File: config.mk
export PLATFORM = sky130hd
export DESIGN_NAME = restoring_divider_32_by_16_flat
export DESIGN_NICKNAME = d
export VERILOG_FILES = /design/src/rtl/restoring_divider_32_by_16_if.sv /design/src/rtl/restoring_divider_32_by_16.sv /design/src/flat_wrapper.sv
export SDC_FILE = /design/constraint.sdc
export NUM_CORES = 1
export LEC_CHECK = 0
export BUFFER_PORTS_ARGS = -buffer_cell sky130_fd_sc_hd__buf_2
export CAP_MARGIN = 20
export CORE_MARGIN = 3
export CORE_UTILIZATION = 40
export CTS_CLUSTER_SIZE = 24
export DETAILED_ROUTE_END_ITERATION = 8
export GPL_TIMING_DRIVEN = 1
export PLACE_DENSITY_LB_ADDON = 0.1
export SYNTH_ARGS = -nofsm -noshare
export SYNTH_HDL_FRONTEND = slang
export SYNTH_SLANG_ARGS = --single-unit
export TNS_END_PERCENT = 30
File: constraint.sdc
create_clock -name clk -period 4.75 [get_ports clk]
set_input_delay 1.1875 -clock clk [delete_from_list [all_inputs] [get_ports clk]]
set_output_delay 1.1875 -clock clk [all_outputs]
set_load 0.05 [all_outputs]
File: src/rtl/restoring_divider_32_by_16_if.sv
`default_nettype none
// ============================================================================
// Module      : restoring_divider_32_by_16_if
// Description : Start/busy/done handshake and operand/result bundle for the
//               sequential restoring divider.
// Revision    : 1.0 - initial release
// ============================================================================
interface restoring_divider_32_by_16_if #(
    parameter int N = 16
);
    logic             start;
    logic [2*N-1:0]   dividend;
    logic [N-1:0]     divisor;
    logic             busy;
    logic             done;
    logic [2*N-1:0]   quotient;
    logic [N-1:0]     remainder;
    logic             div_by_zero;

    modport master (
        output start, dividend, divisor,
        input  busy, done, quotient, remainder, div_by_zero
    );

    modport slave (
        input  start, dividend, divisor,
        output busy, done, quotient, remainder, div_by_zero
    );
endinterface
`default_nettype wire

File: src/rtl/restoring_divider_32_by_16.sv
`default_nettype none
// ============================================================================
// Module      : restoring_divider_32_by_16
// Description : Unsigned 2N-by-N restoring divider, one quotient bit per clock.
// Revision    : 1.0 - initial release
// ============================================================================
module restoring_divider_32_by_16 #(
    parameter int N = 16
) (
    input  wire                          clk,
    input  wire                          rst_n,
    restoring_divider_32_by_16_if.slave  bus
);
    localparam int            c_CW   = $clog2(2*N);
    localparam logic [c_CW-1:0] c_LAST = c_CW'(2*N-1);

    localparam logic [0:0] c_IDLE = 1'b0;
    localparam logic [0:0] c_CALC = 1'b1;

    logic [0:0]      r_state;
    logic [0:0]      w_state_next;
    logic [c_CW-1:0] r_count;
    logic [2*N-1:0]  r_shift;
    logic [N:0]      r_partial;
    logic [N-1:0]    r_divisor;
    logic [2*N-1:0]  r_quotient;
    logic [N-1:0]    r_remainder;
    logic            r_dbz;
    logic            r_done;
    logic            w_busy;
    logic            w_last;

    // Shifted partial is N+2 wide so the trial result's top bit is a clean sign.
    logic [N+1:0]    w_sh_full;
    logic [N+1:0]    w_trial;
    logic            w_neg;
    logic [N:0]      w_next_partial;
    logic [2*N-1:0]  w_next_shift;

    assign w_sh_full      = {r_partial, r_shift[2*N-1]};
    assign w_trial        = w_sh_full - {2'b00, r_divisor};
    assign w_neg          = w_trial[N+1];
    assign w_next_partial = w_neg ? w_sh_full[N:0] : w_trial[N:0];
    assign w_next_shift   = {r_shift[2*N-2:0], ~w_neg};
    assign w_last         = (r_count == c_LAST);

    always_ff @(posedge clk or negedge rst_n) begin
        if (!rst_n) begin
            r_state <= c_IDLE;
        end else begin
            r_state <= w_state_next;
        end
    end

    always_comb begin
        w_state_next = r_state;
        case (r_state)
            c_IDLE: if (bus.start && (bus.divisor != '0)) w_state_next = c_CALC;
            c_CALC: if (w_last) w_state_next = c_IDLE;
            default: w_state_next = c_IDLE;
        endcase
    end

    always_comb begin
        w_busy = (r_state == c_CALC);
    end

    always_ff @(posedge clk or negedge rst_n) begin
        if (!rst_n) begin
            r_count     <= '0;
            r_shift     <= '0;
            r_partial   <= '0;
            r_divisor   <= '0;
            r_quotient  <= '0;
            r_remainder <= '0;
            r_dbz       <= 1'b0;
            r_done      <= 1'b0;
        end else begin
            r_done <= 1'b0;
            case (r_state)
                c_IDLE: begin
                    if (bus.start) begin
                        if (bus.divisor != '0) begin
                            r_shift   <= bus.dividend;
                            r_partial <= '0;
                            r_count   <= '0;
                            r_divisor <= bus.divisor;
                            r_dbz     <= 1'b0;
                        end else begin
                            r_quotient  <= '1;
                            r_remainder <= bus.dividend[N-1:0];
                            r_dbz       <= 1'b1;
                            r_done      <= 1'b1;
                        end
                    end
                end
                c_CALC: begin
                    r_shift   <= w_next_shift;
                    r_partial <= w_next_partial;
                    r_count   <= r_count + 1'b1;
                    if (w_last) begin
                        r_quotient  <= w_next_shift;
                        r_remainder <= w_next_partial[N-1:0];
                        r_done      <= 1'b1;
                    end
                end
                default: ;
            endcase
        end
    end

    assign bus.busy        = w_busy;
    assign bus.done        = r_done;
    assign bus.quotient    = r_quotient;
    assign bus.remainder   = r_remainder;
    assign bus.div_by_zero = r_dbz;
endmodule
`default_nettype wire
File: src/flat_wrapper.sv
// flat-port wrapper written by rule: the top's interface ports become plain ports
module restoring_divider_32_by_16_flat 
#(
    parameter int N = 16
)
  (clk, rst_n, bus_start, bus_dividend, bus_divisor, bus_busy, bus_done, bus_quotient, bus_remainder, bus_div_by_zero);
  restoring_divider_32_by_16_if #(.N(N)) bus_i ();
  input  wire clk;
  input  wire rst_n;
  input wire logic [$bits(bus_i.start)-1:0] bus_start;
  input wire logic [$bits(bus_i.dividend)-1:0] bus_dividend;
  input wire logic [$bits(bus_i.divisor)-1:0] bus_divisor;
  output wire logic [$bits(bus_i.busy)-1:0] bus_busy;
  output wire logic [$bits(bus_i.done)-1:0] bus_done;
  output wire logic [$bits(bus_i.quotient)-1:0] bus_quotient;
  output wire logic [$bits(bus_i.remainder)-1:0] bus_remainder;
  output wire logic [$bits(bus_i.div_by_zero)-1:0] bus_div_by_zero;
  assign bus_i.start = bus_start;
  assign bus_i.dividend = bus_dividend;
  assign bus_i.divisor = bus_divisor;
  assign bus_busy = bus_i.busy;
  assign bus_done = bus_i.done;
  assign bus_quotient = bus_i.quotient;
  assign bus_remainder = bus_i.remainder;
  assign bus_div_by_zero = bus_i.div_by_zero;
  restoring_divider_32_by_16 #(.N(N)) u_core (.clk(clk), .rst_n(rst_n), .bus(bus_i));
endmodule
# Word level (Yosys, flattened, before mapping)
# Cells that the tools add are included.
# W data, S select, Z words.
[totals] elab_cells=49 input_bits=51 regBits=121 out_inout_bits=51
[classes] bitwise=2 n_eq_ne=5 reduce_logical=6 add_sub_neg=2 n_mux=25
[op_table] op="$mux W32" count=5
[op_table] op="$pmux W32 S2" count=2
[op_table] op="$mux W17" count=3
[op_table] op="$mux W16" count=3
[op_table] op="$pmux W17 S2" count=1
[op_table] op="$pmux W16 S2" count=1
[op_table] op="$sub A18 B16 Y18" count=1
[op_table] op="$reduce_bool A16 Y1" count=1
[op_table] op="$mux W5" count=2
[op_table] op="$pmux W5 S2" count=1
[op_table] op="$ne A2 B2 Y1 const B" count=3
[op_table] op="$reduce_and A3 Y1" count=2
[op_table] op="$add A5 B1 Y5 const B" count=1
[op_table] op="$eq A5 B5 Y1 const B" count=1
[op_table] op="$mux W1" count=5
[op_table] op="$pmux W1 S2" count=2
[op_table] op="$reduce_and A2 Y1" count=2
[op_table] op="$ne A2 B1 Y1 const B" count=1
[op_table] op="$not A1 Y1" count=2
[op_table] op="$logic_and A1 B1 Y1" count=1

# Logic depth before layout (Yosys ltp)
[logic_depth] ltp_word=4 depth_mapped=11

# Worst setup path before layout
# OpenSTA, ideal clock, no wires.
[synth_path] path_kind="input port to flip-flop" startpoint="in bus_divisor[10]" endpoint="reg u_core.r_quotient[10] (netlist: u_core.bus.quotient[10])" n_path_buf=2 t_required_ps=4613 stages=8 slack_ps=1830 setup_time_ps=137 arrival_time_ps=2783 path_cell_list="nor4_1 -> nand4_1 -> nor2_1 -> nor2_1 -> inv_2 -> buf_2 -> buf_1 -> a21oi_1"
[synth_between] elab_chain_len=3
[synth_rtl] item="start: declaration" line="flat_wrapper.sv:12" source="input wire logic [$bits(bus_i.divisor)-1:0] bus_divisor;"
[synth_rtl] item="$reduce_bool A16 Y1" line="restoring_divider_32_by_16.sv:83" source="if (bus.divisor != '0) begin"
[synth_rtl] item="$ne A2 B2 Y1 (no line)"
[synth_rtl] item="$reduce_and A3 Y1 (no line)"
[synth_rtl] item="end signal: assignment" line="restoring_divider_32_by_16.sv:102" source="r_quotient <= w_next_shift;"
[synth_rtl] item="end: declaration" line="restoring_divider_32_by_16.sv:26" source="logic [2*N-1:0] r_quotient;"
# Every way passes these cells.
# A chain may end at the register's enable or synchronous reset.

# Worst setup path after layout
[layout_path] startpoint="in bus_divisor[2]" endpoint="reg u_core.r_quotient[18] (netlist: u_core.bus.quotient[18])"
# Same word-level chain as after synthesis.

==> summary.md <==
| Metric | Value |
|---|---|
| Status | finished, final reports clean |
| Worst min path class | reg -> reg |
| Fmax | 297 MHz |
| Post-synthesis cell type count | 53 |
| Final Wtd Congestion | 0.886 |
| Mapped cell area | 6130 µm² |
| Slew Limit Fails | 0 |
| Post-synth top flop | dfrtp_1 |
| DR WL/cell | 16.9 µm |
| Relative slew slack | 0.301 |
| Number of global-route vias before repair | 5050 |
| Number of flops mapped to enable cells by yosys | 0 |
| Worst-path fanout max | 56 |
| Critical path endpoint category | register |
| Setup TNS | 0 ns |
| Final Skew | 0.00647 ns |
| Largest net degree at the start of global routing | 88 |
| Drt drc | 0 |
| Starting Density | 0.415 |
| Antenna Cells | 0 |
| Synthesized net count | 751 |
| TritonRoute pass-1 iters | 4 |
| Clock sink count | 121 |
| R2R Setup Slk | 1.49 ns |
| Overflow left after global routing | 0 |
| Crit-path max cell delay | 0.45 ns |
| Hold path endpoint | u_core.bus.remainder[9]$_DFFE_PN0P_ |
| Hold Path Stages | 1 |
| GR Util All Layers | 0.201 |
| Share of cells above drive strength 1 | 0.201 |
| CP cell instances | buf_2 > nor4_1 > nand4_1 > nor2_1 > nor2_1 > inv_2 > buf_12 > nor2_1 > a21oi_1 |
| Worst reg2reg startpoint | u_core.r_count[0]$_DFFE_PN0P_ |
| Crit. Startpoint | bus_divisor[2] |
| Die extent in x | 130 µm |
| Antenna Nets Post-Route | 0 |
| Inserted Clock Buffers | 17 |
| CTS tree | done |
| Initial DRC count | 304 |
| Setup violators final | 0 |
| Most frequent cells in the layout | nand2_1, dfrtp_1, buf_2 |
| # Post-CTS Setup Buffers | 0 |
| Tightest Pin Transition | 1.04 ns |
| CP most frequent cell | nor2_1 |
| Core area | 14800 µm² |
| Clock buffer depth | 2 |
| Synth async-reset ratio | 1.00 |
| Die height | 130 µm |
| Area grow syn2layout | 20.5% |
| Initial antenna violation count | 1 |
| Global-route wire length before repair | 26.3 mm |
| CTS Hold Bufs | 0 |
| DP HPWL | 11.5 mm |
| Seq cells post-synth | 121 |
| Min Tclk post-route | 3.37 ns |
| WL final | 16.3 mm |
| # port buffers | 101 |
| Clock slew at reported path FFs | 0.06 ns |
| Vias | 5288 |
| Post-Syn Instances | 681 |
| Yosys warning total | 0 |
| Cts repair resizes | 0 |
| Hold wc startpoint | u_core.bus.remainder[9]$_DFFE_PN0P_ |
| Root buffer cell | clkbuf_16 |
| # nets final | 840 |
| IO Count | 102 |
| Reg2reg end | u_core.bus.remainder[5]$_DFFE_PN0P_ |
| Slowest CP cell | nor2_1 |
| Num rows | 44 |
| Die ar. | 16800 µm² |
| Critical path launch point type | primary input |
| Sequential area share after synthesis | 0.494 |
| Hold Vio Cnt, Final | 0 |
| Crit share post-route | 0.709 |
| Reg2reg path depth | 8 |
| CTS H-tree lvls | 4 |
| Via/cell ratio | 5.47 |
| Worst Setup Path Type | in -> reg |
| Avg Cell Area, Syn | 9.00 µm² |
| RSZ-0062 raised after global routing | false |
| Arr. time, crit path | 3.70 ns |
| Max_cap viols | 0 |
| Clock Latency Late Sink | 0.42 ns |
| CP Data Required Time | 5.09 ns |
[per-layer routing]
metal  vias up  track usage  wire length [µm]
li1       2574            -                 -
met1      2566        0.287              7770
met2       127        0.301              7500
met3        19       0.0544               857
met4         2       0.0611               206
met5         -            0                13
[state kept, by name, indices dropped and copies added, names as in the netlist]
name                    count
u_core.bus.div_by_zero      1
u_core.bus.done             1
u_core.r_divisor           16
u_core.r_count              5
u_core.bus.remainder       16
u_core.bus.busy             1
u_core.r_shift             32
u_core.bus.quotient        32
u_core.r_partial           17
[worst max-delay path, delay by kind of cell]
| kind | cells | cell delay, ns |
|---|---|---|
| buffers and inverters | 3 | 0.78 |
| AOI/OAI and AO/OA | 1 | 0.13 |
| and+or+nand+nor | 5 | 1.56 |
[cell families (layout without fill, tap and decap cells)]
kind of cell               Yosys count  in the layout  synth area share
xor gates and xnor gates            11             11            0.0157
adders and majority gates           19             19            0.0400
muxes                               16             16            0.0270
DFF                                121            121             0.494
and+or+nand+nor                    250            250             0.171
AOI/OAI and AO/OA                  199            199             0.210
buffers and inverters               65            167            0.0431
[through the flow]
stage	area, µm²	std cells	hold WS [ns]	worst slack [ns]	util
2_1_floorplan	6130	681	0.472	1.83	-
3_3_place_gp	6780	934	0.487	0.990	0.459
3_5_place_dp	6780	934	0.493	0.950	0.459
4_1_cts	7360	966	0.505	1.38	0.499
5_1_grt	7380	967	0.531	1.22	0.500
6_report	7380	967	0.504	1.38	0.500
[synth_stat cells (3+ instances only)]
cell type | count | area share
a211oi_2 | 3 | 0.0061
o21ai_0 | 38 | 0.031
nand2b_1 | 3 | 0.0031
xor2_1 | 6 | 0.0086
a211oi_1 | 3 | 0.0037
buf_2 | 4 | 0.0033
a22o_1 | 3 | 0.0043
and3_1 | 3 | 0.0031
clkbuf_1 | 27 | 0.017
inv_1 | 22 | 0.013
a21o_1 | 25 | 0.031
buf_1 | 9 | 0.0055
and2_1 | 3 | 0.0031
or3_1 | 5 | 0.0051
mux2_2 | 4 | 0.0074
dfrtp_1 | 121 | 0.49
ha_1 | 18 | 0.037
mux2i_1 | 12 | 0.020
o22a_1 | 8 | 0.011
nand2_1 | 121 | 0.074
xnor2_1 | 5 | 0.0071
nand3_1 | 18 | 0.015
nor3_1 | 7 | 0.0057
o22ai_1 | 3 | 0.0031
o21a_1 | 4 | 0.0049
o211ai_1 | 3 | 0.0037
nor2_1 | 77 | 0.047
a21oi_1 | 52 | 0.042
nor4_1 | 4 | 0.0041
nand4_1 | 3 | 0.0031
a31oi_1 | 37 | 0.038
[layout make-up]
| cell class | count | area [µm²] |
|---|---|---|
| Sequential cell | 121 | 3030 |
| Tap cell | 184 | 230 |
| Inverter | 23 | 86.3 |
| Clock buffer | 20 | 457 |
| Fill cell | 1434 | 7370 |
| Multi-Input combinational cell | 495 | 2840 |
| Timing Repair Buffer | 112 | 623 |
| Clock inverter | 12 | 124 |
[how the worst max path moves through the flow]
stage	depth (start not counted)	slack [ns]	end
6_report	9	1.38	u_core.bus.quotient[18]$_DFFE_PN0P_
5_1_grt	9	1.22	u_core.bus.quotient[16]$_DFFE_PN0P_
4_1_cts	9	1.38	u_core.bus.quotient[5]$_DFFE_PN0P_
3_5_place_dp	9	0.95	u_core.bus.quotient[5]$_DFFE_PN0P_
3_3_place_gp	9	0.99	u_core.bus.remainder[1]$_DFFE_PN0P_
2_1_floorplan	8	1.83	u_core.bus.quotient[10]$_DFFE_PN0P_
Power is not shown: default switching activity piles up to over one toggle a cycle in this logic, so the estimate is an artifact.
